File: src/rtl/sr_latch_arbiter_pkg.sv
// Shared encodings for the SR latch arbiter: FSM states, command codes and
// the strobe counter width.
package sr_latch_arbiter_pkg;

    typedef enum logic [2:0] {
        StIdle   = 3'd0,
        StSetup  = 3'd1,
        StStrobe = 3'd2,
        StHold   = 3'd3,
        StDone   = 3'd4,
        StError  = 3'd5
    } state_e;

    // Encoded as {set, clr}
    typedef enum logic [1:0] {
        CmdNop = 2'b00,
        CmdClr = 2'b01,
        CmdSet = 2'b10,
        CmdIll = 2'b11
    } cmd_e;

    localparam int unsigned CntW = 4;

endpackage

File: src/rtl/sr_latch_arbiter_rr_priority_pick.sv
// Combinational round-robin pick: first set request at or above the pointer,
// wrapping modulo NREQ.
module rr_priority_pick
    import sr_latch_arbiter_pkg::*;
#(
    parameter int unsigned NREQ = 4,
    parameter int unsigned IDXW = 2
) (
    input  logic [NREQ-1:0] req,
    input  logic [IDXW-1:0] ptr,
    output logic [NREQ-1:0] pick,
    output logic [IDXW-1:0] idx,
    output logic            valid
);

    int j;

    always_comb begin
        pick  = '0;
        idx   = '0;
        valid = 1'b0;
        j     = 0;
        for (int k = 0; k < int'(NREQ); k++) begin
            j = int'(ptr) + k;
            if (j >= int'(NREQ)) begin
                j = j - int'(NREQ);
            end
            if (!valid && req[j]) begin
                valid   = 1'b1;
                pick[j] = 1'b1;
                idx     = IDXW'(j);
            end
        end
    end

endmodule

File: src/rtl/sr_latch_arbiter.sv
// Round-robin arbiter sequencing one gated SR latch through a
// setup/strobe/hold cycle; every output is a flop.
module sr_latch_arbiter
    import sr_latch_arbiter_pkg::*;
#(
    parameter int unsigned NREQ       = 4,
    parameter int unsigned STROBE_CYC = 1
) (
    input  logic            clk,
    input  logic            rst,
    input  logic [NREQ-1:0] req,
    input  logic [NREQ-1:0] set_cmd,
    input  logic [NREQ-1:0] clr_cmd,
    output logic [NREQ-1:0] gnt,
    output logic [NREQ-1:0] ack,
    output logic [NREQ-1:0] err,
    output logic            latch_s,
    output logic            latch_r,
    output logic            latch_en,
    output logic            busy,
    output logic            q_shadow
);

    localparam int unsigned IdxW = $clog2(NREQ);

    state_e          state_q;
    cmd_e            cmd_q;
    logic [IdxW-1:0] ptr_q;
    logic [IdxW-1:0] idx_q;
    logic [NREQ-1:0] sel_q;
    logic [CntW-1:0] cnt_q;

    logic [NREQ-1:0] pick;
    logic [IdxW-1:0] pick_idx;
    logic            pick_valid;
    logic            drive;

    rr_priority_pick #(
        .NREQ (NREQ),
        .IDXW (IdxW)
    ) u_pick (
        .req   (req),
        .ptr   (ptr_q),
        .pick  (pick),
        .idx   (pick_idx),
        .valid (pick_valid)
    );

    assign drive = (state_q == StSetup) || (state_q == StStrobe) || (state_q == StHold);

    always_ff @(posedge clk or posedge rst) begin
        if (rst) begin
            state_q  <= StIdle;
            cmd_q    <= CmdNop;
            ptr_q    <= '0;
            idx_q    <= '0;
            sel_q    <= '0;
            cnt_q    <= '0;
            gnt      <= '0;
            ack      <= '0;
            err      <= '0;
            latch_s  <= 1'b0;
            latch_r  <= 1'b0;
            latch_en <= 1'b0;
            busy     <= 1'b0;
            q_shadow <= 1'b0;
        end else begin
            // Outputs are registered decodes of the current state, so they trail it by one cycle.
            busy     <= (state_q != StIdle);
            gnt      <= (state_q != StIdle) ? sel_q : '0;
            latch_s  <= drive && (cmd_q == CmdSet);
            latch_r  <= drive && (cmd_q == CmdClr);
            latch_en <= (state_q == StStrobe);
            ack      <= (state_q == StDone) ? sel_q : '0;
            err      <= (state_q == StError) ? sel_q : '0;
            if (state_q == StDone) begin
                if (cmd_q == CmdSet) begin
                    q_shadow <= 1'b1;
                end else if (cmd_q == CmdClr) begin
                    q_shadow <= 1'b0;
                end
            end

            case (state_q)
                StIdle: begin
                    if (pick_valid) begin
                        idx_q   <= pick_idx;
                        sel_q   <= pick;
                        cmd_q   <= cmd_e'({set_cmd[pick_idx], clr_cmd[pick_idx]});
                        state_q <= (set_cmd[pick_idx] && clr_cmd[pick_idx]) ? StError : StSetup;
                    end
                end
                StSetup: begin
                    cnt_q   <= CntW'(1);
                    state_q <= StStrobe;
                end
                StStrobe: begin
                    if (cnt_q == CntW'(STROBE_CYC)) begin
                        state_q <= StHold;
                    end else begin
                        cnt_q <= cnt_q + 1'b1;
                    end
                end
                StHold: begin
                    state_q <= StDone;
                end
                StDone, StError: begin
                    ptr_q   <= (idx_q == IdxW'(NREQ - 1)) ? '0 : idx_q + 1'b1;
                    state_q <= StIdle;
                end
                default: begin
                    state_q <= StIdle;
                end
            endcase
        end
    end

endmodule

File: config.mk
export PLATFORM = sky130hd
export DESIGN_NAME = sr_latch_arbiter
export DESIGN_NICKNAME = d
export VERILOG_FILES = /design/src/rtl/sr_latch_arbiter_pkg.sv /design/src/rtl/sr_latch_arbiter_rr_priority_pick.sv /design/src/rtl/sr_latch_arbiter.sv
export SDC_FILE = /design/constraint.sdc
export NUM_CORES = 1
export LEC_CHECK = 0
export BUFFER_PORTS_ARGS = -buffer_cell sky130_fd_sc_hd__buf_2
export CORE_UTILIZATION = 40
export DETAILED_ROUTE_END_ITERATION = 7
export GPL_ROUTABILITY_DRIVEN = 0
export SYNTH_ARGS = -nofsm -noshare
export SYNTH_HDL_FRONTEND = slang
export SYNTH_SLANG_ARGS = --single-unit
File: constraint.sdc
create_clock -name clk -period 4 [get_ports clk]
set_clock_uncertainty 0.15 [all_clocks]
set_input_delay 0.8 -clock clk [delete_from_list [all_inputs] [get_ports clk]]
set_output_delay 0.8 -clock clk [all_outputs]
set_load 0.02 [all_outputs]
==> results.md <==
- Unique cell type count in the Yosys netlist: 44
- Die X: 72.1 µm
- Critical path's slowest cell: ha_1
- Wirelength, routed: about 3.5 mm
- CTS sink cnt: 34
- Worst vdd ir: 0.000328 V
- Vias in the first global route: 1234
- Yosys warns: 0
- Io pins: 31
- Port Buffer Count: 30
- CP cell instances: buf_4 -> inv_1 -> ha_1 -> nand2b_1 -> a21oi_1 -> o32ai_4 -> mux2i_1 -> nor2_1 -> a221o_1
- Detailed-route via count: between 1000 and 1500
- Crit path launch type: flip-flop
- Final period util: 72.6%
- Reg-to-reg slack, setup: ~1100 ps
- Die Y: 72.1 µm
- Routed Antenna Nets: 0
- Max_cap viols: 0
- Crit. End Element: flip-flop
- Final net count: between 200 and 300
- Pwr Density: 739 nW/µm²
- Routed len/inst: 12.1 µm
- Minimum clock period: 2900 ps
- Starting density of the core: 41.6%
- Vias per cell: 4.93
- PostCTS Resize Cnt: 0
- Setup TNS: 0 ps
- Leakage: 1.10 nW
- Cts hold-fix bufs: 0
- CTS tree: built
- Gr usage total: between 10% and 20%
- Critical path class: flip-flop to flip-flop
- Rel. slew slack: 53.6%
- Slew @ Worst Pin: ~700 ps
- CP endpoint: cmd_q[1]$_DFFE_PP0P_
- Post-DP HPWL: 2.65 mm
- Fin util: 47.7%
- Setup ws final: 1100 ps
- CTS max path bufs: 2
- Largest net degree at the start of global routing: 35
- Core area: 4720 µm²
- Final Setup Violations: 0
- Postcts setup bufs: 0
- First-pass GRT wire length: ~5.8 mm
- Number of buffers created by CTS: 5
- Outcome: complete, no violations
- Htree depth: 2
- Sequential area share after synthesis: 43.3%
- Clock Tree Root: clkbuf_8
- Async set-reset flop share out of synthesis: 100%
- Area growth syn-to-layout: 14.6%
- DR iter-0 viols: 99
- Post-synth EDFFs: 0
- Syn Inst Count: 196
- DR pass1 iterations: 4
- Slew Viols, Final: 0
- Syn nets: 223
- Main flop type after synthesis: dfrtp_1
- Fmax: roughly 340 MHz
- Pre-CTS WS: 1140 ps
- Final Hold Vio Count: 0
- Mapped cell area: 1970 µm²
- Row cnt: 25
- Die area: 5200 µm²
- Slowest stage delay, CP: approximately 520 ps
- Critical Path Source: ptr_q[0]$_DFFE_PP0P_
- Global route total overflow: 0
- # diodes: 0
- Crit path required time: 4010 ps
- Worst-path fanout max: 16
- Clk_lat worst skew: 280 ps
- Layout cell share with drive strength beyond 1: 22.7%
- #FFs+latches synth: 34
- Initial antenna violation count: 0
- Mapped Avg Cell Area: 10.0 µm²
- Crit Reg-Reg Startpoint: ptr_q[0]$_DFFE_PP0P_
- Type of the tightest min-delay check: flip-flop to flip-flop
- Worst EP arrival: 2910 ps
- DRC Markers: 0
- Critical R2R Capture: cmd_q[1]$_DFFE_PP0P_
- Worst R2R Path Depth: 9
- RSZ-0062 raised after global routing: no
- Clk pin slew, worst setup/hold paths: 70 ps
==> layer usage <==
layer  global-route usage [%]  vias to the layer above  wire length, µm
met4                     7.19                        0               61
met2                     22.8                       33             1650
li1                         -                      739                -
met3                     3.47                        4              124
met5                        0                        -                0
met1                     19.1                      665             1700
==> cells by family after synthesis <==
family	count (synthesis)	synth area share, %
adder cells (fa/ha/maj)	13	8.27
AND/OR/NAND/NOR	70	17.9
buffers and inverters	25	5.60
flip-flops	34	43.3
XOR/XNOR	2	0.891
AO/OA/AOI/OAI	39	15.4
multiplexers	13	8.65
==> power breakdown <==
group          switching (mW)  total, mW  internal [mW]
clock network           0.116      0.255          0.139
logic                   0.499      0.860          0.361
registers              0.0960      0.549          0.453
==> cell usage after synthesis (all sizes together) (2+ instances only) <==
cell | n | share of area (%)
dfrtp | 34 | 43
a21oi | 6 | 1.5
nand2 | 13 | 2.5
mux2i | 9 | 5.2
nand2b | 3 | 0.95
a221oi | 4 | 1.8
buf | 8 | 2.4
a221o | 2 | 1.0
mux4 | 2 | 2.3
a22oi | 4 | 1.5
mux2 | 2 | 1.1
inv | 13 | 2.5
clkbuf | 4 | 0.76
nor2 | 19 | 3.6
and3 | 8 | 2.5
nor4 | 2 | 0.64
nor3 | 11 | 2.8
o21ai | 13 | 3.3
ha | 13 | 8.3
or3 | 2 | 0.89
nor2b | 7 | 2.2
==> layout make-up <==
type	instances	area, µm²
Sequential cell	34	851
Tap cell	67	83.8
Multi-Input combinational cell	137	1010
Clock inverter	1	5.00
Fill cell	456	2470
Inverter	13	48.8
Timing Repair Buffer	33	173
Clock buffer	7	86.3
==> metrics by stage <==
| step | instance area [µm²] | power, mW | std cells | hold slack [ps] |
|---|---|---|---|---|
| finish | 2250 | 1.66 | 292 | 352 |
| floorplan | 1970 | 1.24 | 196 | 318 |
| detailed placement | 2160 | 1.42 | 284 | 342 |
| global placement | 2160 | 1.42 | 284 | 343 |
| global route | 2250 | 1.80 | 292 | 374 |
| CTS | 2250 | 1.68 | 292 | 356 |
==> critical path, delay by kind of cell (launching register included) <==
family	cells	cell delay (ps)
compound gates	3	870
fa+ha+maj	1	520
buf+inv	2	410
flops	1	330
mux	1	280
simple gates	2	210
==> cell usage in the layout, fill, tap and decap left out, drive strengths merged, types with 2 or more instances in the layout <==
| cell type | count |
|---|---|
| nor2b | 7 |
| nand2 | 13 |
| inv | 13 |
| a21oi | 6 |
| nor2 | 19 |
| nand2b | 3 |
| dfrtp | 34 |
| a221oi | 4 |
| mux2 | 2 |
| clkbuf | 7 |
| ha | 13 |
| o21ai | 13 |
| nor3 | 11 |
| and3 | 8 |
| a22oi | 4 |
| nor4 | 2 |
| buf | 33 |
| mux4 | 2 |
| a221o | 2 |
| mux2i | 9 |
| or3 | 2 |
==> flip-flops by register name, indices dropped and copies added (netlist names), 2 cells and up <==
register  flops
gnt           4
ptr_q         2
err           4
ack           4
state_q       3
sel_q         4
cnt_q         4
idx_q         2
cmd_q         2
==> worst min path at each step <==
stage,from,endpoint,slack [ps],cells past startpoint
final,q_shadow$_DFFE_PP0P_,q_shadow$_DFFE_PP0P_,350,1
after CTS,q_shadow$_DFFE_PP0P_,q_shadow$_DFFE_PP0P_,360,1
after global placement,q_shadow$_DFFE_PP0P_,q_shadow$_DFFE_PP0P_,340,1
after global routing,q_shadow$_DFFE_PP0P_,q_shadow$_DFFE_PP0P_,370,1
after detailed placement,q_shadow$_DFFE_PP0P_,q_shadow$_DFFE_PP0P_,340,1
after floorplan,idx_q[1]$_DFFE_PP0P_,idx_q[1]$_DFFE_PP0P_,320,1
Note: power is estimated with default switching activity, not from simulation.
